<file path="config.mk">
export PLATFORM = sky130hd
export DESIGN_NAME = serial_twos_comp_rx_flat
export DESIGN_NICKNAME = d
export VERILOG_FILES = /design/src/rtl/serial_twos_comp_pkg.sv /design/src/rtl/serial_twos_comp_rx_if.sv /design/src/rtl/serial_twos_comp_cell.sv /design/src/rtl/serial_twos_comp_rx.sv /design/src/flat_wrapper.sv
export SDC_FILE = /design/constraint.sdc
export NUM_CORES = 1
export LEC_CHECK = 0
export CAP_MARGIN = 20
export CORE_UTILIZATION = 55
export DETAILED_ROUTE_END_ITERATION = 10
export PLACE_DENSITY = 0.87
export SYNTH_ARGS = -nofsm -noshare
export SYNTH_HDL_FRONTEND = slang
export SYNTH_SLANG_ARGS = --single-unit
</file>
<file path="constraint.sdc">
create_clock -name Clock -period 2.6 [get_ports Clock]
set_input_delay 0.52 -clock Clock [delete_from_list [all_inputs] [get_ports Clock]]
set_output_delay 0.52 -clock Clock [all_outputs]
set_load 0.02 [all_outputs]
</file>
<file path="src/rtl/serial_twos_comp_pkg.sv">
// rtl/serial_twos_comp_pkg.sv - shared types and constants for the serial two's-complement link
package serial_twos_comp_pkg;

  typedef enum logic [1:0] {
    IDLE,
    RECV,
    DONE
  } state_e;

  localparam int DEFAULT_WIDTH = 8;

  // Bit counter only has to reach WIDTH-1, so clog2(WIDTH) bits never wrap early.
  function automatic int cnt_width(input int w);
    return (w > 2) ? $clog2(w) : 1;
  endfunction

endpackage

</file>
<file path="src/rtl/serial_twos_comp_rx_if.sv">
// rtl/serial_twos_comp_rx_if.sv - handshake and data bundle for the serial two's-complement receiver
interface serial_twos_comp_rx_if
  import serial_twos_comp_pkg::*;
#(
  parameter int WIDTH = DEFAULT_WIDTH
) ();

  logic             start;
  logic             serial_in;
  logic             shift_control;
  logic [WIDTH-1:0] data_out;
  logic             data_valid;
  logic             busy;

  modport master (
    output start, serial_in, shift_control,
    input  data_out, data_valid, busy
  );

  modport slave (
    input  start, serial_in, shift_control,
    output data_out, data_valid, busy
  );

endinterface

</file>
<file path="src/rtl/serial_twos_comp_cell.sv">
// rtl/serial_twos_comp_cell.sv - flag-and-XOR negation cell, shared by transmitter and receiver
module serial_twos_comp_cell (
  input  logic Clock,
  input  logic reset_b,
  input  logic clr,
  input  logic en,
  input  logic bit_in,
  output logic bit_out
);

  logic q_q;
  logic q_d;

  // Bits pass through until the first 1 has been seen; every later bit is inverted.
  assign bit_out = bit_in ^ q_q;

  always_comb begin
    q_d = q_q;
    if (clr) begin
      q_d = 1'b0;
    end else if (en) begin
      q_d = q_q | bit_in;
    end
  end

  always_ff @(posedge Clock or negedge reset_b) begin
    if (!reset_b) begin
      q_q <= 1'b0;
    end else begin
      q_q <= q_d;
    end
  end

endmodule

</file>
<file path="src/rtl/serial_twos_comp_rx.sv">
// rtl/serial_twos_comp_rx.sv - LSB-first serial receiver that recovers a two's-complement word
module serial_twos_comp_rx
  import serial_twos_comp_pkg::*;
#(
  parameter int WIDTH = DEFAULT_WIDTH
) (
  input logic                  Clock,
  input logic                  reset_b,
  serial_twos_comp_rx_if.slave rx
);

  localparam int CNT_W = cnt_width(WIDTH);
  localparam logic [CNT_W-1:0] LAST_BIT = CNT_W'(WIDTH - 1);

  state_e           state_q;
  logic [WIDTH-1:0] sreg_q;
  logic [WIDTH-1:0] sreg_d;
  logic [CNT_W-1:0] cnt_q;
  logic [WIDTH-1:0] data_out_q;
  logic             data_valid_q;
  logic             busy_q;
  logic             cell_clr;
  logic             cell_en;
  logic             y;

  always_comb begin
    cell_clr = rx.start && (state_q == IDLE || state_q == DONE);
    cell_en  = rx.shift_control && (state_q == RECV);
    sreg_d   = {y, sreg_q[WIDTH-1:1]};
  end

  serial_twos_comp_cell u_cell (
    .Clock   (Clock),
    .reset_b (reset_b),
    .clr     (cell_clr),
    .en      (cell_en),
    .bit_in  (rx.serial_in),
    .bit_out (y)
  );

  always_ff @(posedge Clock or negedge reset_b) begin
    if (!reset_b) begin
      state_q      <= IDLE;
      sreg_q       <= '0;
      cnt_q        <= '0;
      data_out_q   <= '0;
      data_valid_q <= 1'b0;
      busy_q       <= 1'b0;
    end else begin
      data_valid_q <= 1'b0;
      case (state_q)
        IDLE: begin
          if (rx.start) begin
            state_q <= RECV;
            sreg_q  <= '0;
            cnt_q   <= '0;
            busy_q  <= 1'b1;
          end
        end
        RECV: begin
          if (rx.shift_control) begin
            sreg_q <= sreg_d;
            cnt_q  <= cnt_q + CNT_W'(1);
            if (cnt_q == LAST_BIT) begin
              state_q      <= DONE;
              data_out_q   <= sreg_d;
              data_valid_q <= 1'b1;
              busy_q       <= 1'b0;
            end
          end
        end
        DONE: begin
          // A start here chains the next word with no idle cycle in between.
          if (rx.start) begin
            state_q <= RECV;
            sreg_q  <= '0;
            cnt_q   <= '0;
            busy_q  <= 1'b1;
          end else begin
            state_q <= IDLE;
          end
        end
        default: begin
          state_q <= IDLE;
          busy_q  <= 1'b0;
        end
      endcase
    end
  end

  assign rx.data_out   = data_out_q;
  assign rx.data_valid = data_valid_q;
  assign rx.busy       = busy_q;

endmodule

</file>
<file path="src/flat_wrapper.sv">
// flat-port wrapper written by rule: the top's interface ports become plain ports
module serial_twos_comp_rx_flat import serial_twos_comp_pkg::*;
#(
  parameter int WIDTH = DEFAULT_WIDTH
)
  (Clock, reset_b, rx_start, rx_serial_in, rx_shift_control, rx_data_out, rx_data_valid, rx_busy);
  serial_twos_comp_rx_if #(.WIDTH(WIDTH)) rx_i ();
  input logic Clock;
  input logic reset_b;
  input wire logic [$bits(rx_i.start)-1:0] rx_start;
  input wire logic [$bits(rx_i.serial_in)-1:0] rx_serial_in;
  input wire logic [$bits(rx_i.shift_control)-1:0] rx_shift_control;
  output wire logic [$bits(rx_i.data_out)-1:0] rx_data_out;
  output wire logic [$bits(rx_i.data_valid)-1:0] rx_data_valid;
  output wire logic [$bits(rx_i.busy)-1:0] rx_busy;
  assign rx_i.start = rx_start;
  assign rx_i.serial_in = rx_serial_in;
  assign rx_i.shift_control = rx_shift_control;
  assign rx_data_out = rx_i.data_out;
  assign rx_data_valid = rx_i.data_valid;
  assign rx_busy = rx_i.busy;
  serial_twos_comp_rx #(.WIDTH(WIDTH)) u_core (.Clock(Clock), .reset_b(reset_b), .rx(rx_i));
endmodule
</file>
## Word-level counts from Yosys, hierarchy flattened

Cells that the tools add are included.

| word-level totals | value |
|---|---|
| register bits after elaboration | 24 |
| bits of input ports | 5 |
| output and inout bits | 10 |
| logic and storage cells | 48 |

| cells by class | value |
|---|---|
| $add $sub $neg | 1 |
| equality and inequality tests | 7 |
| muxes and demuxes | 20 |
| bitwise gates (word level) | 2 |
| reductions and logical operators | 11 |

Operator list:

| operator | number |
|---|---|
| 8-bit 2-to-1 mux | 2 |
| 8-bit one-hot mux with 2 select lines | 1 |
| 3-bit AND reduction | 4 |
| 1-bit 2-to-1 mux | 9 |
| 2-bit 2-to-1 mux | 3 |
| 3-bit 2-to-1 mux | 2 |
| 2-bit != test (second input constant) | 3 |
| 2-bit one-hot mux with 3 select lines | 1 |
| 3-bit one-hot mux with 2 select lines | 1 |
| 2-bit nonzero test | 2 |
| 3-bit by 1-bit adder with 3-bit output (second input constant) | 1 |
| 3-bit equality test (second input constant) | 1 |
| 2-bit by 1-bit equality test with 1-bit output (second input constant) | 1 |
| 2-bit equality test (second input constant) | 1 |
| 1-bit logical AND | 2 |
| 2-bit logical NOT | 1 |
| 2-bit by 1-bit != test with 1-bit output (second input constant) | 1 |
| 1-bit one-hot mux with 2 select lines | 1 |
| 2-bit OR reduction | 1 |
| 1-bit logical OR | 1 |
| 1-bit OR | 1 |
| 1-bit bitwise XOR | 1 |

## Depth between registers and ports, before layout

Gate-level depths: netlist of run 1.

| logic depth | value |
|---|---|
| depth in word-level cells | 4 |
| gate-level depth with buffers | 6 |
| depth with buffers taken out | 6 |

## Modules after synthesis

Synthesis of run 1 repeated with hierarchy kept, for this count alone.

| second synthesis, totals | value |
|---|---|
| cells, all modules | 99 |
| area, all modules | 1154.9 µm² |

By module, submodules not included:

| module | times used | cells each | area each (µm²) | seq. area each (µm²) |
|---|---|---|---|---|
| serial_twos_comp_rx | 1 | 92 | 1088.5 | 550.5 |
| serial_twos_comp_cell | 1 | 7 | 66.3 | 25.0 |

## Worst setup path before layout of run 1

Ideal clock, no wire load.

| path | value |
|---|---|
| path type | register -> register |
| start point | register u_core.cnt_q[0] |
| end point | register u_core.data_out_q[0], in the netlist u_core.rx.data_out[0] |
| library setup time | 0.117 ns |
| data arrival time | 1.124 ns |
| data required time | 2.483 ns |
| path slack | 1.359 ns |
| stages on the path, launching flop included | 7 |
| path buffers | 0 |
| period minus slack after synthesis | 1.241 ns |
| cells stage by stage | dfrtp_1 > ha_1 > ha_1 > nand4b_2 > inv_2 > nand2_1 > nand2_1 |

| between the ends | value |
|---|---|
| longest elaborated chain between the ends | 2 |

Ends and longest elaborated chain:

| item | RTL line | source |
|---|---|---|
| start, declared | serial_twos_comp_rx.sv:18 | `logic [CNT_W-1:0] cnt_q;` |
| start signal, assigned | serial_twos_comp_rx.sv:63 | `cnt_q <= cnt_q + CNT_W'(1);` |
| 3-bit equality test | serial_twos_comp_rx.sv:64 | `if (cnt_q == LAST_BIT) begin` |
| 3-bit AND reduction (no source line) | n/a |  |
| end signal, assigned | serial_twos_comp_rx.sv:66 | `data_out_q <= sreg_d;` |
| end, declared | serial_twos_comp_rx.sv:19 | `logic [WIDTH-1:0] data_out_q;` |

Every way passes these cells.
A chain may end at the register's enable or synchronous reset.

## Worst setup path after layout of run 1

| path | value |
|---|---|
| start point | register u_core.busy_q, in the netlist u_core.rx.busy |
| end point | output port rx_busy |

RTL lines:

| item | RTL line | source |
|---|---|---|
| start, declared | serial_twos_comp_rx.sv:21 | `logic busy_q;` |
| start signal, assigned | serial_twos_comp_rx.sv:48 | `busy_q <= 1'b0;` |
| start signal, assigned | serial_twos_comp_rx.sv:57 | `busy_q <= 1'b1;` |
| start signal, assigned | serial_twos_comp_rx.sv:68 | `busy_q <= 1'b0;` |
| end, declared | flat_wrapper.sv:15 | `output wire logic [$bits(rx_i.busy)-1:0] rx_busy;` |

No word-level cell between the ends.

==> results.cfg, run 1 <==
[outcome]
status = finished, final reports clean

[setup_path]
cpPeakStageDelay_ns = 0.63
r2r_slack_ns = 0.93
start_kind = flip-flop
arrival_ns = 1.34
cp_top_family = buffers and inverters
critPathSlowestCell = clkdlybuf4s50_1
crit_buf_inv = 1
path_cells = clkdlybuf4s50_1
worstPathRequired_ns = 2.08
crit_fanout = 3
path_class = flip-flop to output pin
worstSetupEndpointType = output pin

[logic_synthesis]
synth_cells = 111
ys_ff_latch = 23
synth_top_area_share_pct = 56.1
async_reset_ff_share_pct = 100
ys.flop_type = dfrtp_1
synth.largest_area_cell = dfrtp_1
yosys-top-cells-count = 36 x nand2_1, 28 x nand3_1, 23 x dfrtp_1
synth_area_per_cell_um2 = 9.24
synth_edf_count = 0
syn_area_mm2 = 0.00103
synth_nets = 119
synth_seq_area_share_pct = 56.1
ys_types = 19
synth_area_leaders = dfrtp_1 56%, nand3_1 14%, nand2_1 13%
yosysMostFrequentCell = nand2_1
ys_warn_count = 0

[pwr]
power.density_mw_per_mm2 = 1010
p_total_mw = 1.22
power.leakage_nw = 0.619
ir_worst_vdd_v = 0.000634

[worst_hold_path]
hold_path.class = flip-flop to flip-flop

[clock_network]
clk-insertion-delay-late_ns = 0.30
cts_buffers = 3
cts_tree = built
clk_pin_slew_ns = 0.12
cts_buffer_depth = 2
cts_setup_buffers = 0
ctsResizeCount = 0
hold_buffers = 0
cts_sinks = 23
clockRootBuffer = clkbuf_4
h-tree-depth = 1

[layout]
instances_no_fill = 150
fill_cells = 137
syn2layout_area_growth_pct = 17.2
diodes = 0
stdcell_area_mm2 = 0.00120
drive_gt1_share_pct = 7.20
fin_nets = 134

[grt]
grt_pass1_vias = 757
antenna_found_initial = 0
grt.overflow.total = 0
grt_max_degree = 26
grt_pass1_wl_um = 3280
grtUsageTotal_pct = 22.7

[place]
hpwl_um = 1330
placed_area_mm2 = 0.00117
gp_congestion = 0.813
dp_cells = 146
portBuffers = 14

[route]
wl_per_cell_um = 12.9
ant_nets = 0
wl_um = 1940
drt_iter0_drc = 30
drc_errors = 0
viasPerCell = 5.32
vias = 798
first_pass_iters = 4

[die]
die_height_um = 45.2
core_mm2 = 0.00175
dieArea_mm2 = 0.00204
core.rowCount = 15
fp.dieW_um = 45.2
ios = 15
start_util_pct = 58.8

[sta]
post-route-period-util_pct = 71.4
fmax_ghz = 0.539
rsz0062_at_grt = false
tightest_slew_ns = 0.752
tns_ns = 0
slew_headroom_pct = 49.9
hold_violations = 0
fin_hold_ws_ns = 0.489
min_period_ns = 1.86
fin_worst_skew_ns = 0.000798
finalMaxSlewViolations = 0
setup_viol = 0

[flow_run]
max_cap_viol_count = 0
[final cells by class]
class	count	area [um^2]	share of cell area, %
Clock inverter	1	5.00	0.416
Clock buffer	3	22.5	1.87
Tap cell	25	31.3	2.60
Inverter	4	15.0	1.25
Timing Repair Buffer	15	148	12.3
Multi-Input combinational cell	79	405	33.7
Sequential cell	23	576	47.9
[path summary, 6_finish.rpt]
check	start	endpoint	cells after the start
min in group asynchronous	reset_b	u_core.u_cell.q_q$_DFFE_PN0P_	2
min reg2reg	u_core.rx.data_out[0]$_DFFE_PN0P_	u_core.rx.data_out[0]$_DFFE_PN0P_	2
max in group asynchronous	reset_b	u_core.sreg_q[2]$_DFFE_PN0P_	2
max reg2reg	u_core.state_q[0]$_DFFE_PN0P_	u_core.rx.data_out[2]$_DFFE_PN0P_	4
min	u_core.rx.data_out[0]$_DFFE_PN0P_	u_core.rx.data_out[0]$_DFFE_PN0P_	2
max	u_core.rx.busy$_DFFE_PN0P_	rx_busy	1
[through the flow]
step / utilization, % / setup WS, ns
after CTS: 68.9 / 0.738
after global placement: 67.3 / 0.789
after global routing: 68.9 / 0.719
final: 68.9 / 0.744
after floorplan: - / 1.36
after detailed placement: 67.3 / 0.744
[logic make-up after synthesis]
family / count (synthesis) / share of synthesized area [%]
AOI/OAI and AO/OA: 4 / 2.32
adders and majority gates: 3 / 3.66
buffers and inverters: 9 / 4.39
DFF: 23 / 56.1
muxes: 1 / 0.976
and+or+nand+nor: 71 / 32.6
[per-layer routing]
layer	vias up	share of wire (%)	GRT usage, %
li1	394	-	-
met1	377	46	28.6
met2	23	48	38.8
met3	4	4.4	3.60
met4	0	1.3	9.09
met5	-	0	0
[report_power, final]
group	total (mW)	switching, mW	leakage [nW]	internal, mW
registers	0.645	0.154	0.299	0.491
logic	0.412	0.216	0.302	0.196
clock network	0.161	0.103	0.0177	0.0574
[state kept, by name (all words and copies together), names as in the netlist]
signal,cells
u_core.rx.data_out,8
u_core.sreg_q,7
u_core.cnt_q,3
u_core.state_q,2
u_core.rx.busy,1
u_core.rx.data_valid,1
u_core.u_cell.q_q,1
[layout by cell type, fill, tap and decap left out]
cell type         n
nand3_1          28
a21oi_1           1
a22o_1            1
inv_1             3
nor2b_4           1
clkbuf_4          3
mux2i_1           1
nand2_1          36
clkdlybuf4s50_1  14
dfrtp_1          23
inv_2             1
nand3b_1          1
nand2b_1          2
clkinv_2          1
o21ai_0           2
nand4b_2          1
nor2_1            1
buf_4             1
ha_1              3
nor2_2            1
Power figures use the tool's default switching activity.
==> inputs of run 2 (changes only) <==
--- a/config.mk
+++ b/config.mk
@@ -6,9 +6,9 @@
 export NUM_CORES = 1
 export LEC_CHECK = 0
 export CAP_MARGIN = 20
-export CORE_UTILIZATION = 55
+export CORE_UTILIZATION = 47
 export DETAILED_ROUTE_END_ITERATION = 10
-export PLACE_DENSITY = 0.87
+export PLACE_DENSITY = 0.79
 export SYNTH_ARGS = -nofsm -noshare
 export SYNTH_HDL_FRONTEND = slang
 export SYNTH_SLANG_ARGS = --single-unit
==> constraint.sdc (replaced) <==
create_clock -name Clock -period 1.5 [get_ports Clock]
set_input_delay 0.3 -clock Clock [delete_from_list [all_inputs] [get_ports Clock]]
set_output_delay 0.3 -clock Clock [all_outputs]
set_load 0.02 [all_outputs]
==> run 2 against run 1 <==
  * Die area is 16% higher
  * Cell area grew 1.7%
  * Combinational power up 79%
  * Critical path depth up 5
  * Critical path type is now flip-flop to flip-flop
  * Core utilization shrank 7.8 points
  * Cell count up 4.0%
  * Register-to-register slack lost 0.80 ns
  * Flip-flop and latch count unchanged
  * First-iteration DRC count fell by 37%
==> results.cfg, run 2 (synthesis gave the netlist of run 1 again) <==
[setup_path]
crit_buf_inv = 1
arrival_ns = 1.58
path_cells = ha_1 -> ha_1 -> nand4b_2 -> buf_4 -> nand2_1 -> nand2_1
worstSetupEndpointType = flip-flop
critPathSlowestCell = dfrtp_1
worstPathRequired_ns = 1.71
cpPeakStageDelay_ns = 0.39
cp_top_family = flip-flops
crit_fanout = 6
path_depth = 6
r2r_cells = 6
start_kind = flip-flop
path_class = flip-flop to flip-flop

[layout]
largest_reg_flops = 8
post-route-util_pct = 61.1
drive_gt1_share_pct = 10.1
fill_cells = 181
diodes = 0
fin_nets = 138
layout_commonest_cell = nand2_1
layout_common_cells = 36 x nand2_1, 28 x nand3_1, 23 x dfrtp_1
instances_no_fill = 156
syn2layout_area_growth_pct = 19.1
stdcell_area_mm2 = 0.00122

[grt]
grt_max_degree = 24
globalRouteMet1Util_pct = 24.3
grtUsageMet2_pct = 32.9
grt_pass1_vias = 804
grt.overflow.total = 0
grtUsageMet3_pct = 2.83
grtUsageTotal_pct = 19.6
busiest_layer = met2
antenna_found_initial = 0
grt_pass1_wl_um = 3530

[clock_network]
clk_pin_slew_ns = 0.12
cts_sinks = 23
h-tree-depth = 1
clockRootBuffer = clkbuf_4
clk-insertion-delay-late_ns = 0.31
cts_setup_buffers = 0
hold_buffers = 0
cts_buffers = 3
ctsResizeCount = 10
cts_tree = built
cts_buffer_depth = 2

[die]
die_height_um = 48.7
core_mm2 = 0.00200
ios = 15
fp.dieW_um = 48.7
start_util_pct = 51.2
dieArea_mm2 = 0.00237
core.rowCount = 16

[sta]
slew_headroom_pct = 71.5
rsz0062_at_grt = false
hold_violations = 0
fmax_ghz = 0.732
min_period_ns = 1.37
tightest_slew_ns = 0.427
setup_viol = 0
post-route-period-util_pct = 91.1
fin_hold_ws_ns = 0.333
finalMaxSlewViolations = 0
fin_worst_skew_ns = 0.00386

[route]
ant_nets = 0
wl_per_cell_um = 12.5
wl_um = 1950
vias = 819
drt_iter0_drc = 19
first_pass_iters = 4
viasPerCell = 5.25
drc_errors = 0

[place]
gp_congestion = 0.721
dp_cells = 152
hpwl_um = 1400
placed_area_mm2 = 0.00121
portBuffers = 14

[outcome]
status = finished, final reports clean

[pwr]
power.leakage_nw = 0.675
ir_worst_vdd_v = 0.000966
power.density_mw_per_mm2 = 1690

[worst_hold_path]
hold_path.class = input pin to asynchronous set/reset pin

[flow_run]
max_cap_viol_count = 0
==> run 2: final cells by class <==
cell class | count | area, um^2 | area share (%)
flip-flops and latches | 23 | 576 | 47.1
multi-input cells | 79 | 405 | 33.2
repair buffers | 19 | 165 | 13.5
well taps | 27 | 33.8 | 2.76
clock buffers | 3 | 22.5 | 1.84
inverters | 4 | 15.0 | 1.23
clock inverters | 1 | 5.00 | 0.409
==> run 2: worst reg2reg max path: cells and delay by family (launching register included) <==
| kind | cells | cell delay, ns |
|---|---|---|
| fa+ha+maj | 2 | 0.35 |
| buf+inv | 1 | 0.21 |
| flops | 1 | 0.39 |
| simple gates | 3 | 0.33 |
==> run 2: final timing paths <==
path / startpoint / endpoint / slack (ns)
max reg2reg: u_core.cnt_q[1]$_DFFE_PN0P_ / u_core.rx.data_out[5]$_DFFE_PN0P_ / 0.13
min reg2reg: u_core.rx.data_out[0]$_DFFE_PN0P_ / u_core.rx.data_out[0]$_DFFE_PN0P_ / 0.49
min: reset_b / u_core.rx.data_out[2]$_DFFE_PN0P_ / 0.33
max: u_core.cnt_q[1]$_DFFE_PN0P_ / u_core.rx.data_out[5]$_DFFE_PN0P_ / 0.13
max in group asynchronous: reset_b / u_core.state_q[1]$_DFFE_PN0P_ / 0.94
min in group Clock: u_core.rx.data_out[0]$_DFFE_PN0P_ / u_core.rx.data_out[0]$_DFFE_PN0P_ / 0.49
==> run 2: where the power goes <==
group	internal, mW	switching (mW)
sequential	0.853	0.199
combinational	0.302	0.433
clock	0.0995	0.182
==> run 2: per-layer routing <==
layer,wire [um],vias up
li1,-,404
met4,0,0
met2,993,17
met5,0,-
met3,46,0
met1,912,398
==> run 2: per-stage QoR <==
step	power (mW)	worst slack [ns]	TNS (ns)
floorplan	1.54	0.259	0
global placement	1.82	-0.00477	-0.0105
detailed placement	1.87	-0.0348	-0.222
CTS	2.09	0.122	0
global route	2.25	0.0281	0
finish	2.07	0.133	0
